## src/rtl/ysyx_220053_div_ctrl.sv

```systemverilog
// rtl/ysyx_220053_div_ctrl.sv - sequencer between the EX-stage ALU and the multi-cycle divider
//
// Takes one div/rem request at a time from EX and prepares the operands
// (W ops are extended from bits [31:0]). Zero-divisor and signed-overflow
// cases are resolved locally. All other requests run the valid/ready/out_valid
// handshake with ysyx_220053_divu. The final result is held until M/WB unblocks.
//
// Ports:
//   clk, rst                  clock, asynchronous active-high reset
//   req_valid/a/b/signed/     request from EX; operands stable while busy=1
//   word/rem
//   wb_block                  M/WB stalled, result must be held
//   flush                     kill the in-flight op
//   busy                      stall EX
//   res_valid, res            final result (res_valid only in HOLD)
//   div_valid, div_ready      request handshake to the divider
//   div_dividend/divisor/     prepared operands and mode to the divider
//   signed
//   div_flush                 abort the divider (one cycle, WAIT + flush)
//   div_out_valid, div_       divider result pulse and values
//   quotient/remainder

module ysyx_220053_div_ctrl #(
    parameter int XLEN           = 64,
    parameter bit BYPASS_SPECIAL = 1'b1
) (
    input  logic            clk,
    input  logic            rst,
    input  logic            req_valid,
    input  logic [XLEN-1:0] req_a,
    input  logic [XLEN-1:0] req_b,
    input  logic            req_signed,
    input  logic            req_word,
    input  logic            req_rem,
    input  logic            wb_block,
    input  logic            flush,
    output logic            busy,
    output logic            res_valid,
    output logic [XLEN-1:0] res,
    output logic            div_valid,
    input  logic            div_ready,
    output logic [XLEN-1:0] div_dividend,
    output logic [XLEN-1:0] div_divisor,
    output logic            div_signed,
    output logic            div_flush,
    input  logic            div_out_valid,
    input  logic [XLEN-1:0] div_quotient,
    input  logic [XLEN-1:0] div_remainder
);

    typedef enum logic [1:0] {
        IDLE  = 2'd0,
        ISSUE = 2'd1,
        WAIT  = 2'd2,
        HOLD  = 2'd3
    } state_t;

    // Most negative value of a 64-bit op, and of a 32-bit op after sign extension.
    localparam logic [XLEN-1:0] MIN_D = {1'b1, {(XLEN-1){1'b0}}};
    localparam logic [XLEN-1:0] MIN_W = {{(XLEN-31){1'b1}}, 31'b0};

    state_t          state;
    state_t          state_next;

    logic            word_q;
    logic            rem_q;

    logic [XLEN-1:0] prep_a;
    logic [XLEN-1:0] prep_b;
    logic            is_zero;
    logic            is_ovf;
    logic            is_special;
    logic [XLEN-1:0] spec_sel;
    logic [XLEN-1:0] div_sel;

    logic            accept;
    logic            res_load;
    logic [XLEN-1:0] res_next;

    // W results are always sign-extended from bit 31, including unsigned ops.
    function automatic logic [XLEN-1:0] fit_width(input logic word, input logic [XLEN-1:0] v);
        fit_width = word ? {{(XLEN-32){v[31]}}, v[31:0]} : v;
    endfunction

    // Operand preparation on the live request. The result is latched on acceptance.
    always_comb begin
        prep_a = req_a;
        prep_b = req_b;
        if (req_word) begin
            prep_a = {{(XLEN-32){req_signed & req_a[31]}}, req_a[31:0]};
            prep_b = {{(XLEN-32){req_signed & req_b[31]}}, req_b[31:0]};
        end
    end

    // Checks run on the prepared operands, so one compare covers both widths.
    // A signed W divisor of -1 extends to all ones.
    always_comb begin
        is_zero    = (prep_b == '0);
        is_ovf     = req_signed && (prep_b == '1) && (prep_a == (req_word ? MIN_W : MIN_D));
        is_special = BYPASS_SPECIAL && (is_zero || is_ovf);
        if (req_rem) begin
            spec_sel = is_zero ? prep_a : '0;
        end else begin
            spec_sel = is_zero ? '1 : prep_a;
        end
        div_sel = rem_q ? div_remainder : div_quotient;
    end

    always_comb begin
        state_next = state;
        accept     = 1'b0;
        res_load   = 1'b0;
        res_next   = res;
        busy       = 1'b0;
        res_valid  = 1'b0;
        div_valid  = 1'b0;
        div_flush  = 1'b0;
        case (state)
            IDLE: begin
                busy = req_valid & ~flush;
                if (req_valid && !flush) begin
                    accept = 1'b1;
                    if (is_special) begin
                        res_load   = 1'b1;
                        res_next   = fit_width(req_word, spec_sel);
                        state_next = HOLD;
                    end else begin
                        state_next = ISSUE;
                    end
                end
            end
            ISSUE: begin
                busy = 1'b1;
                // Withhold the request under flush so the divider cannot accept
                // an op that is being abandoned.
                div_valid = ~flush;
                if (flush) begin
                    state_next = IDLE;
                end else if (div_ready) begin
                    state_next = WAIT;
                end
            end
            WAIT: begin
                busy = 1'b1;
                if (flush) begin
                    div_flush  = 1'b1;
                    state_next = IDLE;
                end else if (div_out_valid) begin
                    res_load   = 1'b1;
                    res_next   = fit_width(word_q, div_sel);
                    state_next = HOLD;
                end
            end
            HOLD: begin
                res_valid = 1'b1;
                busy      = wb_block;
                if (flush || !wb_block) begin
                    state_next = IDLE;
                end
            end
            default: begin
                state_next = IDLE;
            end
        endcase
    end

    always_ff @(posedge clk or posedge rst) begin
        if (rst) begin
            state <= IDLE;
        end else begin
            state <= state_next;
        end
    end

    always_ff @(posedge clk or posedge rst) begin
        if (rst) begin
            div_dividend <= '0;
            div_divisor  <= '0;
            div_signed   <= 1'b0;
            word_q       <= 1'b0;
            rem_q        <= 1'b0;
        end else if (accept) begin
            div_dividend <= prep_a;
            div_divisor  <= prep_b;
            div_signed   <= req_signed;
            word_q       <= req_word;
            rem_q        <= req_rem;
        end
    end

    always_ff @(posedge clk or posedge rst) begin
        if (rst) begin
            res <= '0;
        end else if (res_load) begin
            res <= res_next;
        end
    end

endmodule

```

## config.mk

```make
export PLATFORM = sky130hd
export DESIGN_NAME = ysyx_220053_div_ctrl
export DESIGN_NICKNAME = d
export VERILOG_FILES = /design/src/rtl/ysyx_220053_div_ctrl.sv
export SDC_FILE = /design/constraint.sdc
export NUM_CORES = 1
export LEC_CHECK = 0
export CAP_MARGIN = 5
export CELL_PAD_IN_SITES_DETAIL_PLACEMENT = 2
export CELL_PAD_IN_SITES_GLOBAL_PLACEMENT = 2
export CORE_MARGIN = 2
export CORE_UTILIZATION = 24
export CTS_BUF_LIST = sky130_fd_sc_hd__clkbuf_4
export DETAILED_ROUTE_END_ITERATION = 16
export PLACE_DENSITY = 0.81
export SLEW_MARGIN = 20
export SYNTH_ARGS = -nofsm -noshare
export SYNTH_HDL_FRONTEND = slang
export SYNTH_SLANG_ARGS = --single-unit
```

## constraint.sdc

```tcl
create_clock -name clk -period 6.1 [get_ports clk]
set_clock_uncertainty 0.15 [all_clocks]
set_input_delay 0.61 -clock clk [delete_from_list [all_inputs] [get_ports clk]]
set_output_delay 0.61 -clock clk [all_outputs]
set_load 0.01 [all_outputs]
```

Word-level counts from Yosys, hierarchy flattened
Cells that the tools add are included.
{"block": "word_totals", "ff_bits": 197, "input_bits": 266, "out_inout_bits": 197}
{"block": "classes", "n_eq_ne": 12, "mux": 34, "bitwise": 4, "n_reduce_logical": 13}
{"op": "64-bit two-way mux", "n": 12}
{"op": "64-bit case mux with 2 select lines", "n": 1}
{"op": "64-bit == test", "n": 1}
{"op": "64-bit == test, second input constant", "n": 1}
{"op": "64-bit zero test", "n": 1}
{"op": "63-bit two-way mux", "n": 1}
{"op": "2-bit two-way mux", "n": 7}
{"op": "1-bit two-way mux", "n": 10}
{"op": "2-bit != test, second input constant", "n": 5}
{"op": "2-bit case mux with 4 select lines", "n": 1}
{"op": "3-bit != test, second input constant", "n": 2}
{"op": "6-bit AND reduction", "n": 1}
{"op": "2-bit == test, second input constant", "n": 2}
{"op": "4-bit AND reduction", "n": 1}
{"op": "1-bit bitwise AND", "n": 3}
{"op": "1-bit logical AND", "n": 3}
{"op": "1-bit case mux with 3 select lines", "n": 1}
{"op": "2-bit by 1-bit == test with 1-bit output, second input constant", "n": 1}
{"op": "1-bit zero test", "n": 2}
{"op": "2-bit zero test", "n": 1}
{"op": "1-bit logical OR", "n": 2}
{"op": "1-bit case mux with 2 select lines", "n": 1}
{"op": "2-bit nonzero test", "n": 1}
{"op": "2-bit OR reduction", "n": 1}
{"op": "1-bit NOT", "n": 1}

Longest topological paths before layout
{"block": "depth", "ltp_word": 10, "ltp_mapped": 9, "mapped_depth_nobuf": 8}

Worst setup path after synthesis
OpenSTA, ideal clock, no wires.
{"block": "synth_timing", "path_type": "input -> register", "start": "input req_a[0]", "end": "register res[0]", "setup_time_ns": 0.125, "arrival_ns": 2.489, "t_required_ns": 5.825, "slack_ns": 3.336, "cell_stages": 7, "path_cell_list": "or4_1 > nor4_1 > nand4_1 > nor4_4 > o21ai_2 > buf_6 > mux2_4"}
{"block": "synth_via", "elab_chain_cells": 8}
{"element": "start, declared", "line": "30", "rtl": "input logic [XLEN-1:0] req_a,"}
{"element": "64-bit two-way mux (*)", "line": "89", "rtl": "if (req_word) begin"}
{"element": "64-bit == test", "line": "99", "rtl": "is_ovf = req_signed && (prep_b == '1) && (prep_a == (req_word ? MIN_W : MIN_D));"}
{"element": "1-bit logical AND", "line": "99"}
{"element": "1-bit logical OR", "line": "100", "rtl": "is_special = BYPASS_SPECIAL && (is_zero || is_ovf);"}
{"element": "1-bit two-way mux", "line": "123", "rtl": "if (is_special) begin"}
{"element": "1-bit two-way mux", "line": "121", "rtl": "if (req_valid && !flush) begin"}
{"element": "1-bit case mux with 2 select lines", "line": "118", "rtl": "case (state)"}
{"element": "6-bit AND reduction (no source line)"}
{"element": "end signal, assigned", "line": "195", "rtl": "res <= res_next;"}
{"element": "end, declared", "line": "39", "rtl": "output logic [XLEN-1:0] res,"}
Every way passes the cells marked *; elsewhere a longest branch is shown, timed or not. The select of a mux whose other input is x is not followed.
A chain may end at the register's enable or synchronous reset.

Worst setup path in the final report
{"block": "layout_timing", "start": "input req_a[19]", "end": "register res[28]"}
{"block": "layout_via", "elab_chain_cells": 8}
{"element": "64-bit two-way mux (*)", "line": "89"}
{"element": "64-bit == test (*)", "line": "99"}
{"element": "1-bit logical AND (*)", "line": "99"}
{"element": "1-bit logical OR (*)", "line": "100"}
{"element": "1-bit two-way mux", "line": "123"}
{"element": "1-bit two-way mux", "line": "121"}
{"element": "1-bit case mux with 2 select lines", "line": "118"}
{"element": "6-bit AND reduction (no source line) (*)"}
Every way passes the cells marked *; elsewhere a longest branch is shown, timed or not.

==> results.py <==
metrics = {
    "floorplanning": {
        "pin_count": 463,
        "die_w_um": 224,
        "core_area_mm2": 0.0478,
        "start_util_pct": 24.4,
        "dieHeight_um": 224,
        "dieArea_mm2": 0.0504,
        "row_count": 80,
    },
    "cells_and_area": {
        "final_common_cell": "clkdlybuf4s50_1",
        "finalInstanceArea_mm2": 0.0170,
        "area_growth_syn_to_layout_pct": 45.7,
        "stdcell_count": 2226,
        "fill_cells": 5166,
        "layout_common_cells": "clkdlybuf4s50_1, nand2_1, dfrtp_1",
        "finish.utilization_pct": 35.5,
        "drive_gt1_share_pct": 12.0,
        "fin_nets": 1864,
    },
    "cts": {
        "cts_sinks": 197,
        "clk_latency_ns": 0.66,
        "ctsResizeCount": 0,
        "holdBufCountCts": 0,
        "htree_levels": 4,
        "cts_max_path_buffers": 2,
        "cts_setup_buffers": 0,
        "cts_tree": "yes",
        "root_buffer": "clkbuf_4",
        "clk_pin_slew_ns": 0.17,
        "cts_buffers": 17,
    },
    "timing": {
        "slew_headroom_pct": 29.1,
        "finalCriticalPeriod_ns": 4.11,
        "hold_viol": 0,
        "tns_ns": 0,
        "rsz0062_at_grt": "no",
        "worstMarginPinSlew_ns": 1.06,
        "max_freq_ghz": 0.243,
        "slew_violations": 0,
        "setup_viol_count_final": 0,
        "period_share_pct": 67.3,
    },
    "placed_design": {
        "place.gp.congestion": 0.823,
        "io_buffers": 462,
        "place_area_mm2": 0.0168,
        "dp_cells": 2190,
        "post-dp-hpwl_um": 42000,
    },
    "synth": {
        "ys.warnings.count": 0,
        "synthCells": 1199,
        "ys_seq_area_share_pct": 42.3,
        "ys.flop_type": "dfrtp_1",
        "syn-num-nets": 1469,
        "yosys.cell_types.count": 56,
        "async_flop_share_pct": 100,
        "synth_area_mm2": 0.0117,
        "synth_edf_count": 0,
        "synth.avg_cell_area_um2": 9.72,
        "ys_ff_latch": 197,
    },
    "global_routing": {
        "grt_pass1_wl_um": 80300,
        "grt_max_degree": 122,
        "grt_pass1_vias": 12500,
        "overflow": 0,
        "antenna_found_initial": 7,
        "track_usage_pct": 21.2,
    },
    "run": {
        "maxCapViolCount": 0,
    },
    "routing": {
        "drtPass1Iterations": 4,
        "first_iter_violations": 635,
        "ant_nets": 0,
        "vias": 11500,
        "avgViaCountPerCell": 5.17,
        "wl_per_cell_um": 24.5,
        "wl_um": 54600,
        "post-route-drc-count": 0,
    },
    "power_and_ir_drop": {
        "p_int_mw": 4.08,
        "p_sw_mw": 2.70,
        "p_comb_share_pct": 54.0,
        "seq_power_share_pct": 36.3,
        "fin_total_pwr_mw": 6.77,
        "cellPowerDensity_mw_per_mm2": 399,
        "max-vdd-ir-drop_uv": 140,
        "swShare_pct": 39.8,
        "total_leakage_power_nw": 7.03,
        "clkPwrFrac_pct": 9.7,
    },
    "worst_setup_path": {
        "rr_startpoint": "state[0]$_DFFE_PP0P_",
        "cp_max_fo": 34,
        "startpoint": "req_a[19]",
        "cp.required_ns": 6.51,
        "r2r-end": "res[28]$_DFFE_PP0P_",
        "crit_end": "res[28]$_DFFE_PP0P_",
        "regToRegSetupSlack_ns": 2.64,
        "worstSetupPathType": "input port to flop",
        "ff2ff_path_depth": 8,
        "critPathCaptureType": "flop",
        "cp.arrival_ns": 4.51,
        "critPathLaunchType": "input port",
    },
    "status": {
        "status": "finished clean",
    },
    "worst_hold_path": {
        "worstHoldPathType": "input port to asynchronous set/reset pin",
    },
}
-- synthesized netlist by cell type, drive strengths merged (2+ instances only) --
cell type / count / share of area, %
and2: 2 / 0.11
nor2: 73 / 2.4
mux2: 96 / 10
a21o: 3 / 0.19
o21bai: 30 / 1.9
ha: 4 / 0.43
nand4: 14 / 0.75
and4: 2 / 0.15
clkbuf: 81 / 2.6
nor2b: 35 / 1.9
o22a: 33 / 2.5
nand3: 3 / 0.13
o21ai: 37 / 1.6
buf: 27 / 2.0
a221oi: 30 / 3.9
and3: 32 / 1.7
inv: 37 / 1.2
a211oi: 2 / 0.24
a22oi: 31 / 2.0
dfrtp: 197 / 42
nor4: 31 / 1.9
o21a: 30 / 1.9
or4: 8 / 0.55
nor3: 2 / 0.086
a221o: 64 / 5.5
nand2: 204 / 6.6
a31oi: 33 / 1.8
a21oi: 6 / 0.29
nand4b: 3 / 0.23
nand2b: 32 / 1.7
nand3b: 2 / 0.13
-- layout make-up --
| cell class | count | area, µm² | area share [%] |
|---|---|---|---|
| multi-input combinational | 856 | 6090 | 35.9 |
| tap | 615 | 769 | 4.53 |
| inverter | 38 | 146 | 0.862 |
| timing repair buffer | 484 | 4820 | 28.4 |
| sequential | 197 | 4930 | 29.0 |
| clock inverter | 14 | 88.8 | 0.523 |
| antenna | 5 | 12.5 | 0.0737 |
| clock buffer | 17 | 128 | 0.751 |
-- through the flow --
step                      hold WS (ns)  setup WS [ns]
after floorplan                  0.364           2.79
after global placement           0.308           1.50
after detailed placement         0.320           1.33
after CTS                      0.00385           2.14
after global routing            0.0660           1.89
final                            0.105           1.99
-- flip-flops by register name (all words and copies together) (netlist names) --
| signal | count |
|---|---|
| state | 2 |
| div_divisor | 64 |
| div_signed | 1 |
| res | 64 |
| div_dividend | 64 |
| word_q | 1 |
| rem_q | 1 |
-- power groups by stage --
| stage | Clock (mW) | Combinational (mW) | Sequential, mW |
|---|---|---|---|
| after floorplan | 0 | 1.52 | 2.54 |
| after global routing | 0.727 | 3.91 | 2.55 |
| after CTS | 0.698 | 3.71 | 2.47 |
| after global placement | 0 | 3.56 | 2.44 |
| after detailed placement | 0 | 3.70 | 2.50 |
| final | 0.654 | 3.66 | 2.46 |
-- routing by layer --
metal	vias up	share of wire [%]	GRT usage, %
met2	354	51	37.7
met3	77	5.2	4.49
met4	8	3.2	8.27
met1	5902	41	24.7
li1	5157	-	-
met5	-	0.11	0
-- worst min path at each step --
stage	start	endpoint	depth (start not counted)
floorplan	div_dividend[0]$_DFFE_PP0P_	div_dividend[0]$_DFFE_PP0P_	2
global placement	div_divisor[10]$_DFFE_PP0P_	div_divisor[10]$_DFFE_PP0P_	2
detailed placement	div_dividend[3]$_DFFE_PP0P_	div_dividend[3]$_DFFE_PP0P_	2
CTS	rst	div_divisor[44]$_DFFE_PP0P_	2
global route	rst	div_divisor[38]$_DFFE_PP0P_	2
finish	rst	div_divisor[38]$_DFFE_PP0P_	2
-- cell families after synthesis --
group | synth area share, %
AO/OA/AOI/OAI | 22.5
adder cells (fa/ha/maj) | 0.429
buffers and inverters | 5.82
flip-flops | 42.3
multiplexers | 10.5
AND/OR/NAND/NOR | 18.5
-- critical path, cell delays in order --
cell and delay [ns]:
clkdlybuf4s50_1 0.55, or4_1 0.66, nor4_1 0.49, nand4_1 0.40
nor4_4 0.24, buf_4 0.41, o21ai_4 0.10, buf_4 0.31
buf_16 0.28, mux2_1 0.36
(Power assumes the default switching activity.)
